### config.mk
export PLATFORM = sky130hd
export DESIGN_NAME = stack_sequencer
export DESIGN_NICKNAME = d
export VERILOG_FILES = /design/src/rtl/stack_sequencer.sv
export SDC_FILE = /design/constraint.sdc
export NUM_CORES = 1
export LEC_CHECK = 0
export BUFFER_PORTS_ARGS = -buffer_cell sky130_fd_sc_hd__buf_2
export CORE_MARGIN = 2
export CORE_UTILIZATION = 40
export DETAILED_ROUTE_END_ITERATION = 8
export HOLD_SLACK_MARGIN = 0.02
export PLACE_DENSITY = 0.66
export SYNTH_ARGS = -nofsm -noshare
export SYNTH_HDL_FRONTEND = slang
export SYNTH_SLANG_ARGS = --single-unit
### constraint.sdc
create_clock -name clk -period 2.9 [get_ports clk]
set_clock_uncertainty 0.05 [all_clocks]
set_input_delay 0.435 -clock clk [delete_from_list [all_inputs] [get_ports clk]]
set_output_delay 0.435 -clock clk [all_outputs]
set_load 0.1 [all_outputs]
### src/rtl/stack_sequencer.sv
// Data-stack sequencer: TOS/NOS held in registers, deeper entries spilled to a single-port
// synchronous RAM on push and refilled on pop, with sticky overflow/underflow flags.
module stack_sequencer #(
    parameter int WIDTH = 16,
    parameter int DEPTH = 64,
    parameter int AW    = 6
) (
    input  logic             clk,
    input  logic             reset,
    input  logic             op_valid,
    input  logic [2:0]       op,
    input  logic [WIDTH-1:0] wdata,
    output logic             op_ready,
    output logic [WIDTH-1:0] tos,
    output logic [WIDTH-1:0] nos,
    output logic [AW:0]      depth,
    output logic             overflow,
    output logic             underflow,
    output logic [AW-1:0]    ram_addr,
    output logic [WIDTH-1:0] ram_wdata,
    output logic             ram_we,
    input  logic [WIDTH-1:0] ram_rdata,
    output logic [1:0]       dbg_state
);

    localparam logic [2:0] OP_PUSH  = 3'd1;
    localparam logic [2:0] OP_PAR   = 3'd2;
    localparam logic [2:0] OP_POP   = 3'd3;
    localparam logic [2:0] OP_POP2  = 3'd4;
    localparam logic [2:0] OP_SWAP  = 3'd5;

    localparam logic [AW:0] D0   = (AW+1)'(0);
    localparam logic [AW:0] D1   = (AW+1)'(1);
    localparam logic [AW:0] D2   = (AW+1)'(2);
    localparam logic [AW:0] D3   = (AW+1)'(3);
    localparam logic [AW:0] FULL = (AW+1)'(DEPTH + 2);

    typedef enum logic [1:0] {IDLE = 2'd0, FILL1 = 2'd1, FILL2A = 2'd2, FILL2B = 2'd3} state_t;
    state_t state;

    logic [AW:0] d_m2;
    logic [AW:0] d_m3;

    // Handshake: an op transfers on a rising edge where op_valid && op_ready; op_ready is high
    // only in IDLE, and op_valid is ignored while a refill is outstanding.
    assign op_ready  = (state == IDLE);
    assign dbg_state = state;
    assign ram_wdata = nos;
    assign d_m2      = depth - D2;
    assign d_m3      = depth - D3;

    // RAM holds elements 0..d-3; addresses below are relative to the pre-op depth.
    always_comb begin
        ram_we   = 1'b0;
        ram_addr = '0;
        case (state)
            IDLE: begin
                if (op_valid) begin
                    case (op)
                        OP_PUSH: begin
                            if (depth != FULL && depth >= D2) begin
                                ram_we   = 1'b1;
                                ram_addr = d_m2[AW-1:0];
                            end
                        end
                        OP_POP, OP_PAR, OP_POP2: begin
                            if (depth >= D3) ram_addr = d_m3[AW-1:0];
                        end
                        default: ;
                    endcase
                end
            end
            // depth already holds d-2 here, so the second POP2 word sits at depth-2.
            FILL2A: if (depth >= D2) ram_addr = d_m2[AW-1:0];
            default: ;
        endcase
    end

    always_ff @(posedge clk or negedge reset) begin
        if (!reset) begin
            state     <= IDLE;
            tos       <= '0;
            nos       <= '0;
            depth     <= '0;
            overflow  <= 1'b0;
            underflow <= 1'b0;
        end else begin
            case (state)
                IDLE: begin
                    if (op_valid) begin
                        case (op)
                            OP_PUSH: begin
                                if (depth == FULL) overflow <= 1'b1;
                                else begin
                                    nos   <= tos;
                                    tos   <= wdata;
                                    depth <= depth + D1;
                                end
                            end
                            OP_SWAP: begin
                                if (depth < D2) underflow <= 1'b1;
                                else begin
                                    tos <= nos;
                                    nos <= tos;
                                end
                            end
                            OP_POP, OP_PAR: begin
                                if ((op == OP_POP && depth == D0) || (op == OP_PAR && depth < D2))
                                    underflow <= 1'b1;
                                else begin
                                    tos   <= (op == OP_POP) ? nos : wdata;
                                    depth <= depth - D1;
                                    if (depth >= D3) state <= FILL1;
                                    else nos <= '0;
                                end
                            end
                            OP_POP2: begin
                                if (depth < D2) underflow <= 1'b1;
                                else begin
                                    depth <= depth - D2;
                                    if (depth >= D3) begin
                                        state <= FILL2A;
                                        if (depth == D3) nos <= '0;
                                    end else begin
                                        tos <= '0;
                                        nos <= '0;
                                    end
                                end
                            end
                            default: ;
                        endcase
                    end
                end
                FILL1: begin
                    nos   <= ram_rdata;
                    state <= IDLE;
                end
                FILL2A: begin
                    tos   <= ram_rdata;
                    state <= (depth >= D2) ? FILL2B : IDLE;
                end
                FILL2B: begin
                    nos   <= ram_rdata;
                    state <= IDLE;
                end
                default: state <= IDLE;
            endcase
        end
    end

endmodule
==> flow_summary_export.csv <==
group,metric,value,unit
global_route,grt.overflow.total,0,
logic_synthesis,synthTopCellsByArea,"dfrtp_1 34%, mux2_2 6.1%, a222oi_1 5.1%",
logic_synthesis,ys.flop_type,"dfrtp_1",
die,coreArea,7687,sq um
logic_synthesis,ys_types,56,
setup_path,cp_num_buf_inv,2,
drt,drtIter0Drc,311,
global_route,grtUsageMet1,29.27,%
logic_synthesis,synth_warnings,0,
clock_network,worstSkewPairLatency,0.30,ns
global_route,grt_max_degree,31,
drt,dr.pass1.iters,8,
setup_path,critPathSlowestCell,"dfrtp_4",
setup_path,cp-start-kind,"register",
drt,via_per_inst,5.646,
logic_synthesis,synth_largest_area_cell,"dfrtp_1",
final_layout,fillerInstances,681,
logic_synthesis,synth_async_sr_flop_share,100.0,%
die,dieArea,8590,sq um
placed_design,gp_congestion,0.9006,
job,cap_violations,0,
clock_network,root_buffer,"clkbuf_8",
global_route,grt_pass1_wl,15010,um
final_layout,stdcell_area,4314,sq um
logic_synthesis,synth_top_cell_area_share,34.21,%
final_layout,fin_cells,542,
logic_synthesis,ys_ff_latch,43,
setup_path,reg2reg_from,"depth[1]$_DFFE_PN0P_",
timing,maxSlewHeadroom,24.06,%
clock_network,cts-htree-levels,2,
global_route,grt_busiest_layer,"met2",
global_route,track_usage,21.70,%
logic_synthesis,synthesis.nets,370,
clock_network,clkSinkCount,43,
die,rows,32,
status,failed_checks,"setup timing",
timing,rsz0062_at_grt,"true",
timing,setup_ws,-0.04602,ns
final_layout,nets,490,
drt,drcViolationCount,0,
placed_design,dp_cells,520,
setup_path,path_class,"register to output port",
placed_design,place_area,4018,sq um
clock_network,cts_tree,"done",
clock_network,clockBufferDepth,2,
status,status,"finished with violations",
clock_network,hold_buffers,0,
logic_synthesis,synthCells,319,
global_route,grt_antenna_before_repair,0,
placed_design,port_buffers,104,
setup_path,cp-end-kind,"output port",
final_layout,drive_gt1_share,49.32,%
die,die_y,92.68,um
timing,max_freq,339.4,MHz
setup_path,crit_cells,7,
setup_path,cp-startpoint,"dbg_state[0]$_DFFE_PN0P_",
worst_hold_path,hold_class,"input port to async pin",
clock_network,cts.clk_slew.worst_paths,0.10,ns
setup_path,cpPeakStageDelay,0.48,ns
final_layout,num_antenna_cells,0,
setup_path,crit_family,"compound AO/OA/AOI/OAI gates",
final_layout,areaGrowthSynthToFinish,37.15,%
logic_synthesis,synth_area,3146,sq um
placed_design,hpwl,6625,um
logic_synthesis,ys_seq_area_share,34.21,%
die,num_io_pins,105,
timing,worst_slew_pin_slew,1.133,ns
timing,setup_viol_count_final,2,
die,die_w,92.68,um
drt,dr_total_vias,3060,
die,initial_core_util,40.92,%
timing,holdWs,0.1252,ns
drt,postRouteWirelength,9465,um
drt,wl_per_cell,17.46,um
global_route,met3_usage,3.824,%
setup_path,cp.required,2.41,ns
setup_path,worstPathMaxFanout,3,
setup_path,crit_chain,"or3b_4, a311o_1, buf_4, a211oi_4, o22ai_2, a21oi_4, buf_12",
timing,period_needed,2.946,ns
setup_path,rr_worst_depth,9,
logic_synthesis,synth.avg_cell_area,9.861,sq um
timing,slew_violations,0,
timing,finalCritPeriodShare,101.6,%
clock_network,cts_buffers,5,
global_route,grt_pass1_vias,3022,
timing,hold_violations,0,
placed_design,dp_slack,0.04404,ns
logic_synthesis,synth_edf_count,0,
global_route,met2_usage,35.28,%
setup_path,cp.arrival,2.46,ns
drt,ant_nets,0,
==> sequential cells by signal (all words and copies together), names as in the netlist <==
register and flops:
tos 16, depth 7, underflow 1, nos 16
dbg_state 2, overflow 1
==> logic make-up after synthesis <==
kind of cell,Yosys count,synth area share [%]
AOI/OAI and AO/OA,101,26.13
muxes,33,11.18
DFF,43,34.21
and+or+nand+nor,64,11.62
xor gates and xnor gates,5,1.392
buffers and inverters,60,10.06
adders and majority gates,13,5.410
==> layout make-up <==
| class | count | area, sq um | share of cell area (%) |
|---|---|---|---|
| Tap cell | 102 | 127.6 | 2.958 |
| Clock inverter | 3 | 43.79 | 1.015 |
| Multi-Input combinational cell | 216 | 1924 | 44.61 |
| Clock buffer | 5 | 68.82 | 1.595 |
| Timing Repair Buffer | 148 | 955.9 | 22.16 |
| Sequential cell | 43 | 1097 | 25.43 |
| Inverter | 25 | 96.34 | 2.233 |
==> cell usage in the layout (no fill, tap or decap), types with 3 or more instances in the layout <==
cell | synthesis | routed
o2111ai_1 | 3 | 3
mux2_2 | 17 | 17
dfrtp_2 | 0 | 5
mux2i_1 | 16 | 16
dfrtp_4 | 0 | 4
a21oi_1 | 14 | 11
a222oi_1 | 16 | 16
inv_1 | 25 | 24
or3_1 | 4 | 4
a21o_1 | 4 | 3
a21oi_4 | 0 | 3
nand3_1 | 3 | 3
a211oi_1 | 5 | 3
buf_4 | 17 | 43
dfrtp_1 | 43 | 34
nand2b_1 | 4 | 4
a31oi_1 | 4 | 3
ha_1 | 12 | 11
a22o_1 | 16 | 16
clkbuf_8 | 0 | 5
nand2_1 | 13 | 13
nor3b_1 | 3 | 3
nor2_1 | 16 | 12
nor3_2 | 1 | 3
buf_12 | 0 | 7
o21ai_2 | 2 | 4
xor2_1 | 4 | 4
nor2_2 | 0 | 3
o21ai_0 | 16 | 14
nor3_1 | 6 | 4
buf_2 | 4 | 97
==> synth_stat cells, types with 2 or more instances <==
cell type   n
a31oi_1     4
buf_4      17
o2111ai_1   3
ha_1       12
buf_2       4
nand2b_1    4
a2111o_1    2
mux2i_1    16
a21o_1      4
a22o_1     16
a21oi_1    14
buf_6       3
nor4_1      2
a211oi_1    5
o21ai_2     2
a222oi_1   16
o22ai_1     3
o21bai_1    2
inv_1      25
nor3_1      6
xor2_1      4
nand3_1     3
or3b_2      3
nor3b_1     3
clkbuf_1   10
o21ai_0    16
mux2_2     17
nand2_1    13
or3_1       4
dfrtp_1    43
a41o_1      2
a221oi_1    2
nor2_1     16
==> worst paths after layout <==
check	endpoint	slack, ns
min in group clk	tos[5]$_DFFE_PN0P_	0.37
min	nos[7]$_DFFE_PN0P_	0.13
max in group asynchronous	nos[1]$_DFFE_PN0P_	1.98
max	ram_addr[4]	-0.05
max reg2reg	tos[6]$_DFFE_PN0P_	0.30
min reg2reg	underflow$_DFFE_PN0P_	0.41
==> per-layer routing <==
layer | vias up | share of wire, %
met5 | - | 0
met4 | 0 | 2.1
met3 | 19 | 5.9
met2 | 119 | 48
met1 | 1490 | 44
li1 | 1432 | -
==> metrics by stage <==
step                setup TNS [ns]  util (%)
finish                    -0.07156     56.12
global route               -0.2140     56.12
CTS                       -0.06917     55.09
detailed placement               0     52.26
global placement                 0     52.26
floorplan                  -0.3637         -
==> what timing repair did <==
action	in CTS	in global routing
pin swaps	4	10
gates resized for setup	8	6
endpoints found under the setup margin	3	19
setup buffers	8	6
Power is left out: the tool's default activity adds up to more than one toggle a clock period on the data nets, which glitch-free logic cannot reach.
